$ cat src/rtl/mux_sel_arbiter.sv
// Round-robin arbiter for a shared 8:1 single-bit mux: one owner at a time, bounded hold, one-cycle dead gap.
// Grant visible one cycle after request; no backpressure, owners are preempted after MAX_HOLD cycles when others wait.
module mux_sel_arbiter #(
  parameter int MAX_HOLD = 4
) (
  input  logic       clk,
  input  logic       rst_n,
  input  logic [7:0] req,
  input  logic [7:0] din,
  output logic [2:0] sel,
  output logic [7:0] gnt,
  output logic       gnt_valid,
  output logic       dout,
  output logic       preempt
);

  typedef enum logic [1:0] {IDLE, GRANT, GAP} state_t;

  localparam logic [3:0] HOLD_LAST = 4'(MAX_HOLD - 1);

  state_t     state, state_nxt;
  logic [2:0] ptr, ptr_nxt;
  logic [2:0] sel_nxt;
  logic [3:0] hold_cnt, hold_nxt;
  logic [7:0] gnt_nxt;
  logic       preempt_nxt;
  logic [2:0] win;
  logic [2:0] idx;
  logic       any_req;

  // Scan from the far end back toward ptr so the last hit is the first in round-robin order.
  always_comb begin
    win     = '0;
    idx     = '0;
    any_req = |req;
    for (int i = 7; i >= 0; i--) begin
      idx = ptr + 3'(i);
      if (req[idx]) win = idx;
    end
  end

  always_ff @(posedge clk or negedge rst_n) begin
    if (!rst_n) begin
      state    <= IDLE;
      ptr      <= '0;
      hold_cnt <= '0;
      sel      <= '0;
      gnt      <= '0;
      preempt  <= 1'b0;
    end else begin
      state    <= state_nxt;
      ptr      <= ptr_nxt;
      hold_cnt <= hold_nxt;
      sel      <= sel_nxt;
      gnt      <= gnt_nxt;
      preempt  <= preempt_nxt;
    end
  end

  always_comb begin
    state_nxt   = state;
    ptr_nxt     = ptr;
    sel_nxt     = sel;
    gnt_nxt     = gnt;
    hold_nxt    = hold_cnt;
    preempt_nxt = 1'b0;
    case (state)
      IDLE, GAP: begin
        if (any_req) begin
          state_nxt = GRANT;
          sel_nxt   = win;
          gnt_nxt   = 8'b1 << win;
          hold_nxt  = '0;
        end else begin
          state_nxt = IDLE;
        end
      end
      GRANT: begin
        // Owner dropping its request wins over a coincident timeout: no preempt pulse.
        if (!req[sel]) begin
          state_nxt = GAP;
          gnt_nxt   = '0;
          ptr_nxt   = sel + 3'd1;
        end else if (hold_cnt == HOLD_LAST && |(req & ~gnt)) begin
          state_nxt   = GAP;
          gnt_nxt     = '0;
          ptr_nxt     = sel + 3'd1;
          preempt_nxt = 1'b1;
        end else if (hold_cnt != HOLD_LAST) begin
          hold_nxt = hold_cnt + 4'd1;
        end
      end
      default: state_nxt = IDLE;
    endcase
  end

  assign gnt_valid = (state == GRANT);
  assign dout      = gnt_valid & din[sel];

endmodule

$ cat config.mk
export PLATFORM = sky130hd
export DESIGN_NAME = mux_sel_arbiter
export DESIGN_NICKNAME = d
export VERILOG_FILES = /design/src/rtl/mux_sel_arbiter.sv
export SDC_FILE = /design/constraint.sdc
export NUM_CORES = 1
export LEC_CHECK = 0
export ABC_AREA = 1
export ABC_CLOCK_PERIOD_IN_PS = 2300
export CAP_MARGIN = 25
export CORE_UTILIZATION = 35
export CTS_CLUSTER_SIZE = 14
export DETAILED_ROUTE_END_ITERATION = 10
export GPL_TIMING_DRIVEN = 0
export PLACE_DENSITY = 0.55
export SLEW_MARGIN = 20
export SYNTH_ARGS = -nofsm -noshare
export SYNTH_HDL_FRONTEND = slang
export SYNTH_SLANG_ARGS = --single-unit
export TNS_END_PERCENT = 1
$ cat constraint.sdc
create_clock -name clk -period 2.3 [get_ports clk]
set_input_delay 0.46 -clock clk [delete_from_list [all_inputs] [get_ports clk]]
set_output_delay 0.46 -clock clk [all_outputs]
set_load 0.05 [all_outputs]
Word-level counts from Yosys, hierarchy flattened

Cells that the tools add are included.

Register bits: 21
Input port bits: 18

Add/sub/neg operators: 9
Reductions and logical operators: 10
Bitwise gates (word level): 3
Equality and inequality tests: 10
Multiplexer cells: 46
$lt $le $gt $ge: 9
Shift operators: 1

Operators by type and width:

| kind                                                                          | number |
|---|---|
| 3-bit by 4-bit less-than comparator with 1-bit output (second input constant) | 9 |
| 1-bit binary-select mux with 3-bit select                                     | 10 |
| 3-bit 2-to-1 mux                                                              | 10 |
| 8-bit 2-to-1 mux                                                              | 3 |
| 4-bit 2-to-1 mux                                                              | 4 |
| 8-bit case mux with 2 select lines                                            | 1 |
| 8-bit OR reduction                                                            | 2 |
| 1-bit 2-to-1 mux                                                              | 14 |
| 3-bit adder (second input constant)                                           | 4 |
| 8-bit bitwise AND                                                             | 1 |
| 8-bit inverter                                                                | 1 |
| 4-bit case mux with 2 select lines                                            | 1 |
| 1-bit by 3-bit << shifter with 8-bit output (first input constant)            | 1 |
| 3-bit by 1-bit adder with 3-bit output (second input constant)                | 2 |
| 3-bit by 2-bit adder with 3-bit output (second input constant)                | 2 |
| 2-bit by 1-bit != test with 1-bit output (second input constant)              | 3 |
| 5-bit AND reduction                                                           | 1 |
| 4-bit by 1-bit adder with 4-bit output (second input constant)                | 1 |
| 4-bit by 2-bit equality test with 1-bit output (second input constant)        | 1 |
| 2-bit 2-to-1 mux                                                              | 2 |
| 2-bit != test (second input constant)                                         | 2 |
| 4-bit by 2-bit != test with 1-bit output (second input constant)              | 1 |
| 2-bit case mux with 2 select lines                                            | 1 |
| 2-bit AND reduction                                                           | 2 |
| 9 further kinds                                                               | 9 |

Depth between registers and ports, before layout

Gate-level depths: netlist of the first run.

Word-level depth: 14
Depth in mapped cells: 19
Depth with buffers taken out: 18

Least setup slack after synthesis of the first run

OpenSTA, ideal clock, no wires.

Path kind: register to output
Start point: register state[1]
End point: output port dout
Data required time: 1.840 ns
Path slack: -0.322 ns
Arrival time: 2.162 ns
Cell stages (with the launch flop): 4
Path buffers: 0
Cell sequence: dfrtp_1 -> nor2_1 -> o21ai_0 -> a31oi_1

Longest elaborated chain between the ends: 2

Ends and longest elaborated chain:

| what                                           | line | RTL |
|---|---|---|
| from (decl)                                    | 21   | `state_t state, state_nxt;` |
| from (signal assigned)                         | 51   | `state <= state_nxt;` |
| 2-bit by 1-bit equality test with 1-bit output | 97   | `assign gnt_valid = (state == GRANT);` |
| named net gnt_valid                            | 12   | `output logic gnt_valid,` |
| 1-bit bitwise AND                              | 98   | `assign dout = gnt_valid & din[sel];` |
| to (decl)                                      | 13   | `output logic dout,` |

The timed path passes the listed nets, and every way through them passes these cells.

Worst setup path in the final report of the first run

Start point: register state[1]
End point: output port gnt_valid

Longest elaborated chain between the ends: 1

Ends and longest elaborated chain:

| what                                           | line |
|---|---|
| 2-bit by 1-bit equality test with 1-bit output | 97 |
| to (decl)                                      | 12 |

No other way between the ends.

==> results of run 1 <==
==> layout by cell type, fill, tap and decap left out <==
cell             instances
nand2_1                 92
nand3_1                 36
clkdlybuf4s50_1         30
inv_1                   29
dfrtp_1                 19
nor2_1                  14
o21ai_0                 14
a21oi_1                 11
buf_4                    7
inv_2                    7
nand2_2                  7
o22ai_1                  6
nand4_1                  4
nand2_4                  4
nand3_2                  4
o21ai_1                  3
ha_1                     3
clkbuf_8                 3
inv_4                    2
buf_6                    2
a21oi_4                  2
xnor2_1                  2
dfrtp_2                  2
inv_6                    1
nor2_2                   1
a31oi_2                  1
a21boi_2                 1
a211o_1                  1
o21ai_2                  1
clkinv_2                 1
xnor2_2                  1
nor2_4                   1
o21bai_2                 1
xor2_1                   1
ha_4                     1
clkinvlp_4               1
buf_8                    1
==> kinds of logic (layout without fill, tap and decap cells) <==
| logic type | count (synthesis) | in the layout | share of synthesized area [%] |
|---|---|---|---|
| and+or+nand+nor | 163 | 163 | 41.4 |
| buffers and inverters | 43 | 84 | 10.1 |
| AOI/OAI and AO/OA | 41 | 41 | 14.1 |
| DFF | 21 | 21 | 29.3 |
| adders and majority gates | 4 | 4 | 2.79 |
| xor gates and xnor gates | 4 | 4 | 2.37 |
==> worst max-delay path: stages, from the launching register on <==
cell and delay (ns):
dfrtp_1 0.41, nor2_2 0.22, clkdlybuf4s50_1 0.84
==> cell type report <==
| type | instances | share of cell area (%) |
|---|---|---|
| plain buffers | 3 | 1.29 |
| clock buffers | 3 | 1.77 |
| clock inverters | 1 | 0.322 |
| inverters | 40 | 6.93 |
| multi-input cells | 212 | 48.0 |
| flip-flops and latches | 21 | 22.7 |
| well taps | 67 | 3.60 |
| repair buffers | 37 | 15.5 |
==> timing repair <==
| item | in CTS | in global routing |
|---|---|---|
| pin swaps | 0 | 1 |
| hold buffers | 0 | 0 |
| buffers inserted | 0 | 5 |
| setup endpoints to repair | 12 | 13 |
| resized for setup | 9 | 8 |
==> registers in the layout, summed over array words and instances, names as in the netlist <==
signal / cells
gnt: 8
hold_cnt: 4
preempt: 1
ptr: 3
sel: 3
state: 2
==> worst max path at each step <==
stage                     slack, ns  cells past startpoint                 end                 start
after floorplan                0.06                      5                dout    sel[0]$_DFFE_PN0P_
after global placement        -0.40                      6                dout                din[6]
after detailed placement      -0.38                      6                dout                din[6]
after CTS                      0.02                     17  gnt[1]$_DFFE_PN0P_    ptr[1]$_DFFE_PN0P_
after global routing          0.008                     18  sel[0]$_DFFE_PN0P_    ptr[1]$_DFFE_PN0P_
final                           0.1                      2           gnt_valid  state[1]$_DFFE_PN0N_
==> per-layer routing <==
layer  vias up  global-route usage (%)
li1        972                       -
met1       830                    27.5
met2        42                    32.7
met3         6                    3.43
met4         0                    4.70
met5         -                       0
==> metrics by stage <==
| stage | instance area, um^2 | instances |
|---|---|---|
| after CTS | 2250 | 378 |
| after global placement | 2200 | 374 |
| after global routing | 2330 | 384 |
| after floorplan | 1800 | 276 |
| after detailed placement | 2200 | 374 |
| final | 2330 | 384 |
==> out/metrics.yaml, run 1 <==
yosys:
  synthArstFlopShare_pct: 100
  synth_area_leaders: "dfrtp_1 29%, nand2_1 19%, nand3_1 10%"
  syn_nets: 298
  netlist_top_cells_count: "92 x nand2_1, 37 x nand3_1, 29 x inv_1"
  synth-edff-count: 0
  yosysMostFrequentCell: "nand2_1"
  synth_top_area_share_pct: 29.3
  synth-seq-cells: 21
  mappedNetlistArea_um2: 1790
  ys.flop_type: "dfrtp_1"
  netlist_instances: 276
  yosysWarnings: 0
  synth_top_cell_by_area: "dfrtp_1"
  syn_area_per_cell_um2: 6.50
  synthDistinctLibCells: 27
  ys_seq_area_share_pct: 29.3
run:
  drv_cap: 0
placed_design:
  pre_cts_ws_ns: -0.384
  gp_congestion: 0.895
  portBuffers: 31
  hpwl_um: 3880
route:
  dr_wl_met2_um: 2210
  routedWlPerCell_um: 12.9
  drc: 0
  vias: 1850
  wl_met1_um: 2450
  wl_met3_um: 261
  avgViaCountPerCell: 4.82
  drtIter0Drc: 115
  first_pass_iters: 4
  top_layer: "met4"
  ant_nets: 0
  wl_um: 4970
critical_path:
  ff2ff_path_depth: 18
  worstPathArrival_ns: 1.74
  start_kind: "flop"
  critPathMaxFanout: 5
  crit_type: "flop to primary output"
  r2r-end: "sel[0]$_DFFE_PN0P_"
  crit_required_ns: 1.84
  critical_path.endpoint_type: "primary output"
  rrSetupSlack_ns: 0.21
  timing.rr.start: "ptr[1]$_DFFE_PN0P_"
grt:
  grt_pass1_vias: 1792
  grt_use_total_pct: 20.0
  antenna_found_initial: 0
  grt_pass1_wl_um: 8270
  grt_max_degree: 22
  overflow: 0
timing:
  slew_headroom_pct: 65.7
  tightest_slew_ns: 0.512
  fin_skew_ns: 0.00416
  fin_crit_ns: 2.20
  hold_ws_ns: 0.431
  period_share_pct: 95.7
  fmax_mhz: 454
  final-setup-viol-count: 0
  rsz0062_at_grt: "no"
  setup-tns-final_ns: 0
  setup_ws_ns: 0.0993
  hold_violations: 0
  slew_violations: 0
clock_tree:
  clk_latency_ns: 0.27
  cts.sinks: 21
  tritoncts: "done"
  cts_max_level: 1
  cts_buffers: 3
  clk_path_buf_depth: 2
  clk_pin_slew_ns: 0.09
  clock_tree.root_cell: "clkbuf_8"
final_layout:
  diodes: 0
  nFillCells: 515
  final_util_pct: 48.4
  layout-drive-gt1-share_pct: 16.4
  final-seq-area_um2: 528
  syn2layout_area_growth_pct: 29.8
  nets: 340
  multiInputGateArea_um2: 1120
floorplan:
  die_h_um: 73.6
  start_util_pct: 37.2
  die_w_um: 73.6
  fp-row-count: 25
  fp.coreArea_um2: 4820
  io-pin-count: 32
  die-area_um2: 5420
hold_path:
  hp-class: "input pin to async pin"
outcome:
  outcome: "finished, final reports clean"
Power of run 1 is left out: the tool's default activity adds up to more than one toggle a clock period on the data nets, which glitch-free logic cannot reach.
==> run 2, diff against run 1 <==
Settings changed: MAX_ROUTING_LAYER from default to met4.
==> run 2 against run 1 <==
Net effect: via count up 0.38%; final cell count unchanged; die area unchanged; first-iteration DRC count up 0.87%; non-clock buffer count unchanged; register-to-register slack about the same; critical path type unchanged; critical endpoint unchanged; highest routed layer unchanged.
==> out/metrics.yaml, run 2 (same netlist as run 1, synthesis figures left out) <==
grt:
  use_met1_pct: 27.5
  grtUsageMet2_pct: 32.8
  overflow: 0
  antenna_found_initial: 0
  grt_use_total_pct: 20.6
  grt_pass1_vias: 1795
  grt.busiest_layer: "met2"
  use_met3_pct: 3.16
  grt_max_degree: 22
  grt_pass1_wl_um: 8270
route:
  first_pass_iters: 4
  avgViaCountPerCell: 4.84
  ant_nets: 0
  drc: 0
  wl_um: 4950
  vias: 1857
  drtIter0Drc: 116
  routedWlPerCell_um: 12.9
final_layout:
  nets: 340
  top_regs: "gnt (8), hold_cnt (4)"
  final-seq-area_um2: 528
  largest_reg_flops: 8
  final_common_cell: "nand2_1"
  syn2layout_area_growth_pct: 29.8
  multiInputGateArea_um2: 1120
  diodes: 0
  layout-drive-gt1-share_pct: 16.4
  regMostFlops: "gnt"
  final_cell_mix: "92 x nand2_1, 36 x nand3_1, 30 x clkdlybuf4s50_1"
  nFillCells: 515
timing:
  rsz0062_at_grt: "no"
  hold_ws_ns: 0.431
  hold_violations: 0
  tightest_slew_ns: 0.512
  slew_headroom_pct: 65.7
  final-setup-viol-count: 0
  fin_skew_ns: 0.00371
  fmax_mhz: 454
  slew_violations: 0
  fin_crit_ns: 2.20
  period_share_pct: 95.7
floorplan:
  die-area_um2: 5420
  die_h_um: 73.6
  fp.coreArea_um2: 4820
  die_w_um: 73.6
  fp-row-count: 25
  io-pin-count: 32
  start_util_pct: 37.2
clock_tree:
  tritoncts: "done"
  clk_path_buf_depth: 2
  cts_max_level: 1
  clock_tree.root_cell: "clkbuf_8"
  cts.sinks: 21
  clk_pin_slew_ns: 0.08
  clk_latency_ns: 0.27
  cts_hold_buf: 0
  cts_buffers: 3
critical_path:
  ff2ff_path_depth: 18
  crit_required_ns: 1.84
  worstPathArrival_ns: 1.74
  crit_type: "flop to primary output"
  crit_chain: "nor2_2 > clkdlybuf4s50_1"
  start_kind: "flop"
  critical_path.endpoint_type: "primary output"
  slowest_stage: "clkdlybuf4s50_1"
  cp-startpoint: "state[1]$_DFFE_PN0N_"
  r2r-end: "sel[0]$_DFFE_PN0P_"
  critPathMaxFanout: 5
  max_stage_delay_ns: 0.84
  worst-path-buf-inv: 1
  critical-path-top-delay-family: "buffers and inverters"
  rrSetupSlack_ns: 0.21
  timing.rr.start: "ptr[1]$_DFFE_PN0P_"
run:
  drv_cap: 0
hold_path:
  hp-class: "input pin to async pin"
outcome:
  outcome: "finished, final reports clean"
placed_design:
  hpwl_um: 3880
  portBuffers: 31
  gp_congestion: 0.910
[run 2: metrics by stage]
stage	setup slack, ns	instances	area, um^2	TNS [ns]	util, %
finish	0.0993	384	2330	0	48.4
floorplan	0.0560	276	1800	0	-
detailed placement	-0.384	374	2200	-2.17	45.6
global route	0.00753	384	2330	0	48.4
global placement	-0.396	374	2200	-2.30	45.6
CTS	0.0159	378	2250	0	46.7
[run 2: layer usage]
metal,up-vias,wire length (um)
met1,835,2460
met5,-,0
met2,43,2210
met3,8,229
met4,0,50
li1,971,-
[run 2: final cells by class]
cell class              instances  area share (%)
clock buffers                   3            1.77
inverters                      40            6.93
plain buffers                   3            1.29
well taps                      67            3.60
clock inverters                 1           0.322
repair buffers                 37            15.5
flip-flops and latches         21            22.7
multi-input cells             212            48.0
[run 2: worst max-delay path by stage]
| stage | cells after the start | end | slack (ns) |
|---|---|---|---|
| final | 2 | gnt_valid | 0.1 |
| after global placement | 6 | dout | -0.40 |
| after floorplan | 5 | dout | 0.06 |
| after CTS | 17 | gnt[1]$_DFFE_PN0P_ | 0.02 |
| after global routing | 18 | sel[0]$_DFFE_PN0P_ | 0.008 |
| after detailed placement | 6 | dout | -0.38 |
[run 2: what timing repair did]
action                     CTS  global route
buffers inserted             0             5
setup endpoints to repair   12            13
resized for setup            9             8
pin swaps                    0             1
Power of run 2 is left out for the same reason.
